--- config.mk ---
export PLATFORM = sky130hd
export DESIGN_NAME = pwm_cmd_ctrl
export DESIGN_NICKNAME = d
export VERILOG_FILES = /design/src/rtl/pwm_cmd_ctrl.sv
export SDC_FILE = /design/constraint.sdc
export NUM_CORES = 1
export LEC_CHECK = 0
export ABC_AREA = 1
export BUFFER_PORTS_ARGS = -buffer_cell sky130_fd_sc_hd__buf_2
export CORE_MARGIN = 2
export CORE_UTILIZATION = 30
export DETAILED_ROUTE_END_ITERATION = 8
export PLACE_DENSITY_LB_ADDON = 0.25
export SLEW_MARGIN = 5
export SYNTH_ARGS = -nofsm -noshare
export SYNTH_HDL_FRONTEND = slang
export SYNTH_SLANG_ARGS = --single-unit
--- constraint.sdc ---
create_clock -name clk_50mhz -period 4 [get_ports clk_50mhz]
set_input_delay 0.2 -clock clk_50mhz [delete_from_list [all_inputs] [get_ports clk_50mhz]]
set_output_delay 0.2 -clock clk_50mhz [all_outputs]
set_load 0.01 [all_outputs]
--- src/rtl/pwm_cmd_ctrl.sv ---
`default_nettype none
// ============================================================================
// pwm_cmd_ctrl : ASCII line-command parser driving PWM frequency/duty registers
// Optional macro PWM_CMD_ACK_EN adds a one-byte 'K'/'E' response channel.
// Revision: 1.0
// ============================================================================
module pwm_cmd_ctrl #(
  parameter int MIN_FREQ_HZ     = 1,
  parameter int MAX_FREQ_HZ     = 100_000,
  parameter int DEFAULT_FREQ_HZ = 1_000,
  parameter int DEFAULT_DUTY    = 50,
  parameter int MAX_DIGITS      = 6
) (
  input  logic        clk_50mhz,
  input  logic        rst_n,
  input  logic [7:0]  rx_data,
  input  logic        rx_valid,
  input  logic        buffer_full,
  output logic [19:0] freq_hz,
  output logic [6:0]  duty_pct,
  output logic        cfg_update,
  output logic        cmd_error,
  output logic        busy
`ifdef PWM_CMD_ACK_EN
  ,
  output logic [7:0]  ack_data,
  output logic        ack_valid,
  input  logic        ack_ready
`endif
);

  localparam int          CNT_W     = $clog2(MAX_DIGITS + 2);
  localparam logic [19:0] MIN_F     = 20'(MIN_FREQ_HZ);
  localparam logic [19:0] MAX_F     = 20'(MAX_FREQ_HZ);
  localparam logic [19:0] DEF_F     = 20'(DEFAULT_FREQ_HZ);
  localparam logic [6:0]  DEF_D     = 7'(DEFAULT_DUTY);
  localparam logic [CNT_W-1:0] MAX_CNT = CNT_W'(MAX_DIGITS);

  typedef enum logic [1:0] {
    S_IDLE  = 2'd0,
    S_ARG   = 2'd1,
    S_EXEC  = 2'd2,
    S_DRAIN = 2'd3
  } state_t;

  state_t           state, state_n;
  logic             op_freq, op_freq_n;
  logic [19:0]      acc, acc_n;
  logic [CNT_W-1:0] cnt, cnt_n;
  logic             ovf, ovf_n;
  logic [19:0]      freq_n;
  logic [6:0]       duty_n;
  logic             upd_n, err_n;

  logic        is_term, is_f, is_d, is_digit, arg_ok;
  logic [23:0] mac;

  assign is_term  = (rx_data == 8'h0D) || (rx_data == 8'h0A);
  assign is_f     = (rx_data == 8'h46) || (rx_data == 8'h66);
  assign is_d     = (rx_data == 8'h44) || (rx_data == 8'h64);
  assign is_digit = (rx_data >= 8'h30) && (rx_data <= 8'h39);
  assign mac      = ({4'd0, acc} * 24'd10) + {20'd0, rx_data[3:0]};

  always_comb begin
    arg_ok = (cnt != '0) && !ovf;
    if (op_freq) arg_ok = arg_ok && (acc >= MIN_F) && (acc <= MAX_F);
    else         arg_ok = arg_ok && (acc <= 20'd100);
  end

  always_comb begin
    state_n   = state;
    op_freq_n = op_freq;
    acc_n     = acc;
    cnt_n     = cnt;
    ovf_n     = ovf;
    freq_n    = freq_hz;
    duty_n    = duty_pct;
    upd_n     = 1'b0;
    err_n     = 1'b0;
    case (state)
      S_IDLE: begin
        if (rx_valid && !is_term) begin
          if (is_f || is_d) begin
            op_freq_n = is_f;
            acc_n     = '0;
            cnt_n     = '0;
            ovf_n     = 1'b0;
            state_n   = S_ARG;
          end else begin
            err_n   = 1'b1;
            state_n = S_DRAIN;
          end
        end
      end
      S_ARG: begin
        if (buffer_full) begin
          err_n   = 1'b1;
          state_n = S_DRAIN;
        end else if (rx_valid) begin
          if (is_digit) begin
            if (cnt == MAX_CNT) begin
              err_n   = 1'b1;
              state_n = S_DRAIN;
            end else begin
              acc_n = mac[19:0];
              cnt_n = cnt + 1'b1;
              ovf_n = ovf | (|mac[23:20]);
            end
          end else if (is_term) begin
            state_n = S_EXEC;
          end else begin
            err_n   = 1'b1;
            state_n = S_DRAIN;
          end
        end
      end
      S_EXEC: begin
        // The terminator has already been consumed, so an overflow abort here
        // returns straight to IDLE instead of draining the next line.
        state_n = S_IDLE;
        if (buffer_full || !arg_ok) begin
          err_n = 1'b1;
        end else begin
          upd_n = 1'b1;
          if (op_freq) freq_n = acc;
          else         duty_n = acc[6:0];
        end
      end
      S_DRAIN: begin
        if (rx_valid && is_term) state_n = S_IDLE;
      end
      default: state_n = S_IDLE;
    endcase
  end

  always_ff @(posedge clk_50mhz) begin
    if (!rst_n) begin
      state      <= S_IDLE;
      op_freq    <= 1'b0;
      acc        <= '0;
      cnt        <= '0;
      ovf        <= 1'b0;
      freq_hz    <= DEF_F;
      duty_pct   <= DEF_D;
      cfg_update <= 1'b0;
      cmd_error  <= 1'b0;
      busy       <= 1'b0;
    end else begin
      state      <= state_n;
      op_freq    <= op_freq_n;
      acc        <= acc_n;
      cnt        <= cnt_n;
      ovf        <= ovf_n;
      freq_hz    <= freq_n;
      duty_pct   <= duty_n;
      cfg_update <= upd_n;
      cmd_error  <= err_n;
      busy       <= (state_n != S_IDLE);
    end
  end

`ifdef PWM_CMD_ACK_EN
  // A fresh result overwrites any response still waiting for ack_ready.
  always_ff @(posedge clk_50mhz) begin
    if (!rst_n) begin
      ack_valid <= 1'b0;
      ack_data  <= 8'h00;
    end else if (upd_n || err_n) begin
      ack_valid <= 1'b1;
      ack_data  <= err_n ? 8'h45 : 8'h4B;
    end else if (ack_valid && ack_ready) begin
      ack_valid <= 1'b0;
    end
  end
`endif

endmodule
`default_nettype wire
# == After elaboration in Yosys (flattened, before gate mapping) ==
# Index checks and enable logic that the tools add are counted.
# word_totals
register_bits,57
inputBits,12
out_inout_bits,30
wordCells,103
# classes
n_mux,41
order_cmp,5
addsub,2
eq_ne,16
bitwise_logic,3
n_mul,1
n_reduce_logical,25
# ops
cell,n
2-to-1 mux 20 bit,6
one-hot mux 20 bit (2 select lines),1
equality test 8 x 7 -> 1 bit (second input constant),4
adder 24 x 4 -> 24 bit,1
multiplier 20 x 3 -> 23 bit (second input constant),1
>= comparator 20 x 1 -> 1 bit (second input constant),1
less-or-equal comparator 20 x 17 -> 1 bit (second input constant),1
less-or-equal comparator 20 x 7 -> 1 bit (second input constant),1
2-to-1 mux 3 bit,6
2-to-1 mux 1 bit,17
equality test 8 x 4 -> 1 bit (second input constant),2
2-to-1 mux 2 bit,7
inequality test 2 bit (second input constant),6
AND reduction 3 bit,3
>= comparator 8 x 6 -> 1 bit (second input constant),1
less-or-equal comparator 8 x 6 -> 1 bit (second input constant),1
one-hot mux 2 bit (4 select lines),1
logical AND 1 bit,7
AND reduction 7 bit,1
one-hot mux 3 bit (2 select lines),1
logical OR 1 bit,5
equality test 2 bit (second input constant),2
nonzero test 2 bit,2
OR reduction 4 bit,1
11 further kinds,14

# == Longest topological paths before layout ==
# depth
depth_word,9
ltp_mapped,18
ltp_nobuf,18

# == Worst setup path after synthesis ==
# OpenSTA, ideal clock, no wires.
# synth_path
path_kind,flip-flop to flip-flop
startpoint,register acc[1]
endpoint,register acc[18]
path_slack_ns,1.207
path_stages_with_launch,18
n_path_buf,0
setup_time_ns,0.118
synth_period_minus_slack_ns,2.793
required_ns,3.882
arrival_ns,2.675
cell_sequence,dfxtp_1 ha_1 ha_1 fa_1 nand2_1 nor2_1 nand2_1 a21oi_1 nand2_1 nor2_1 nand2_1 nor2_2 nand2_1 inv_1 nand2_1 xor2_1 nand2_1 a21oi_1
# synth_between
elab_chain_len,7
# synth_lines
item,line,text
start: declaration,48,"logic [19:0] acc, acc_n;"
start signal: assignment,151,acc <= acc_n;
multiplier 20 x 3 -> 23 bit,62,"assign mac = ({4'd0, acc} * 24'd10) + {20'd0, rx_data[3:0]};"
adder 24 x 4 -> 24 bit,62,
2-to-1 mux 20 bit,101,if (cnt == MAX_CNT) begin
2-to-1 mux 20 bit,100,if (is_digit) begin
2-to-1 mux 20 bit,99,end else if (rx_valid) begin
2-to-1 mux 20 bit,96,if (buffer_full) begin
one-hot mux 20 bit (2 select lines),80,case (state)
# No other way between the ends. The select of a mux whose other input is x is not followed.
# A chain may end at the register's enable or synchronous reset.

# == Worst setup path in the final report ==
# layout_path
startpoint,register acc[1]
endpoint,register ovf
# layout_between
elab_chain_len,9
# layout_lines
item,line,text
multiplier 20 x 3 -> 23 bit,62,
adder 24 x 4 -> 24 bit,62,
OR reduction 4 bit,107,ovf_n = ovf | (|mac[23:20]);
bitwise OR 1 bit,107,
2-to-1 mux 1 bit,101,
2-to-1 mux 1 bit,100,
2-to-1 mux 1 bit,99,
2-to-1 mux 1 bit,96,
one-hot mux 1 bit (2 select lines),80,
end signal: assignment,153,ovf <= ovf_n;
end: declaration,50,"logic ovf, ovf_n;"
# No other way between the ends. The select of a mux whose other input is x is not followed.

==> flow_summary.toml <==
[critical_path]
required_ps = 4210
cp_max_fo = 7
r2r_cells = 16
crit_arrival_ps = 3350
worstPathCellList = "ha_1, ha_1, fa_1, nand2_1, nor2_1, nand2_1, a21oi_1, nand2_1, nor2_1, nand2_1, nor2_2, nand4_1, a21oi_1, nand3_1, nand2_1, a21oi_1"
cp-end-kind = "register"
reg2reg_slack_ps = 860
cp_slowest_cell = "fa_1"
critical_path_class = "register to register"
timing.rr.start = "acc[1]$_SDFFE_PN0P_"
slowest_delay_ps = 550
cp_common_cell = "nand2_1"
reg2reg_to = "ovf$_SDFFE_PN0P_"
start_kind = "register"

[clock_network]
post_cts_resized = 0
cts_tree = "built"
clockBufferDepth = 2
postCtsHoldBufs = 0
cts_max_level = 3
clk_pin_slew_ps = 50
cts_setup_buffers = 0
insertion_delay_ps = 320
clock-root-buffer = "clkbuf_16"
cts_inserted_buffers = 9
cts.sinks = 57

[layout]
area_growth_pct = 17.09
n_antenna_cell = 0
nets = 753
final_cell_mix = "193 x nand2_1, 80 x inv_1, 75 x nor2_1"
drive_above_1_share_pct = 11.40
post-route-util_pct = 35.66
fillCellCount = 1504
final_common_cell = "nand2_1"
multi_input_area_um2 = 2676
seqCellArea_um2 = 1141

[worst_hold_path]
hold_depth = 3
holdCritStartpoint = "rx_data[0]"
whs_endpoint = "acc[0]$_SDFFE_PN0P_"
hold_class = "input pin to register"

[detailed_routing]
drt-total-wl_mm = 11.46
ant_nets = 0
drc = 0
drtIter0Drc = 238
dr.pass1.iters = 5
wl_per_cell_um = 13.00
dr_total_vias = 4150
routed_via_density = 4.705

[logic_synthesis]
syn-num-nets = 709
synth.distinct_cells = 44
synth.avg_cell_area_um2 = 6.423
synth_compound_area_share_pct = 12.86
synth-seq-area-share_pct = 27.21
synthMuxAreaShare_pct = 0
yosysWarnings = 0
syn-cell-area_um2 = 4194
synth-xor-area-share_pct = 1.253
synthAdderAreaFrac_pct = 13.48
syn_inst = 653
synth_top_family_by_area = "simple AND/OR/NAND/NOR gates"
synth_seq_cells = 57
synthSimpleGateAreaFrac_pct = 36.22

[sta]
drv_slew = 0
setup_viol_count_final = 0
worstMarginPinSlew_ps = 787.8
post-route-period-util_pct = 78.56
setup_tns_ps = 0
min_period_ps = 3142
fmax_ghz = 0.3182
max_slew_margin_pct = 47.16
skew_ps = 5.239
hold_viol = 0
grt_setup_unrepaired = "false"

[global_routing]
track_usage_pct = 15.84
grt_pass1_wl_mm = 18.94
grt_max_degree = 32
grt-ovfl-total = 0
grt_pass1_vias = 3915
antenna_found_initial = 0

[die]
core_um2 = 13770
die_x_um = 122.2
start_util_pct = 30.45
ios = 42
die_y_um = 122.2
std_cell_rows = 43
die-area_um2 = 14940

[run_status]
status = "complete, no violations"

[placed_design]
globalplace.congestion = 0.9209
dp_hpwl_mm = 8.969
port_buffers = 41

[power]
power.density_nw_per_um2 = 308.6
ir_drop_mv = 0.1924
cellLeakagePower_nw = 2.573

[job]
max_cap_viol_count = 0
[metal layers]
| metal | track usage [%] | vias to the layer above | wire length, um |
|---|---|---|---|
| met2 | 26.39 | 96 | 5275 |
| met5 | 0 | - | 0 |
| li1 | - | 2212 | - |
| met1 | 21.06 | 1832 | 5527 |
| met4 | 5.029 | 0 | 176 |
| met3 | 2.323 | 10 | 483 |
[cells by family after synthesis]
group,Yosys count
buffers and inverters,97
XOR/XNOR,6
adder cells (fa/ha/maj),44
AND/OR/NAND/NOR,354
flip-flops,57
AO/OA/AOI/OAI,95
[sequential cells by signal (all words and copies together) (netlist names)]
signal	count
state	2
cnt	3
ovf	1
op_freq	1
freq_hz	20
duty_pct	7
acc	20
cmd_error	1
cfg_update	1
busy	1
[Yosys cell counts, drive strengths merged]
cell	n	area, um2
a211o	1	8.760
a211oi	1	7.510
a21boi	2	15.02
a21oi	42	210.2
a22oi	1	7.510
a31o	1	8.760
a31oi	2	27.53
a32oi	1	8.760
a41oi	1	8.760
and2	2	12.51
and3	2	12.51
buf	5	31.28
clkbuf	5	18.77
clkinv	1	3.750
dfxtp	57	1141
fa	2	40.04
ha	42	525.5
inv	86	322.8
nand2	194	730.7
nand3	49	262.8
nand3b	5	37.54
nand4	8	50.05
nor2	82	330.3
nor3	6	30.03
nor4	2	27.53
o211ai	6	45.04
o21a	2	15.01
o21ai	34	170.2
o22ai	1	6.260
or2	4	25.03
xnor2	2	17.52
xor2	4	35.03
[worst max-delay path, delay by kind of cell, from the launching register on]
family | cells | cell delay (ps)
AND/OR/NAND/NOR | 10 | 1060
adder cells (fa/ha/maj) | 3 | 1060
flip-flops | 1 | 490
AO/OA/AOI/OAI | 3 | 420
[through the flow]
step | hold slack [ps] | total power (W) | area [um2] | instances | setup WS, ps
3_5_place_dp | 429.3 | 0.0006965 | 4589 | 866 | 896.6
6_report | 147.4 | 0.001516 | 4911 | 882 | 857.7
3_3_place_gp | 425.5 | 0.0006945 | 4589 | 866 | 925.8
4_1_cts | 144.4 | 0.001530 | 4911 | 882 | 874.3
5_1_grt | 163.3 | 0.001572 | 4911 | 882 | 535.9
2_1_floorplan | 343.8 | 0.0006614 | 4194 | 653 | 1207
[worst max-delay path by stage]
stage                              startpoint              endpoint  slack [ps]
after detailed placement  acc[1]$_SDFFE_PN0P_  acc[18]$_SDFFE_PN0P_         900
after global routing      acc[1]$_SDFFE_PN0P_  acc[18]$_SDFFE_PN0P_         540
after CTS                 acc[1]$_SDFFE_PN0P_  acc[18]$_SDFFE_PN0P_         870
after global placement    acc[1]$_SDFFE_PN0P_  acc[18]$_SDFFE_PN0P_         930
final                     acc[1]$_SDFFE_PN0P_      ovf$_SDFFE_PN0P_         860
after floorplan           acc[1]$_SDFFE_PN0P_  acc[18]$_SDFFE_PN0P_        1210
[cell type report]
| type | instances | area share [%] |
|---|---|---|
| tap | 180 | 4.586 |
| clock inverter | 5 | 1.605 |
| sequential | 57 | 23.24 |
| inverter | 87 | 6.650 |
| multi-input combinational | 499 | 54.50 |
| timing repair buffer | 43 | 4.484 |
| clock buffer | 11 | 4.943 |
[power by group]
part           internal (W)  total [W]  switching, W
Sequential         0.000577   0.000584    0.00000631
Combinational     0.0000311   0.000101     0.0000702
Clock              0.000561   0.000831      0.000270
Power figures use the tool's default switching activity.
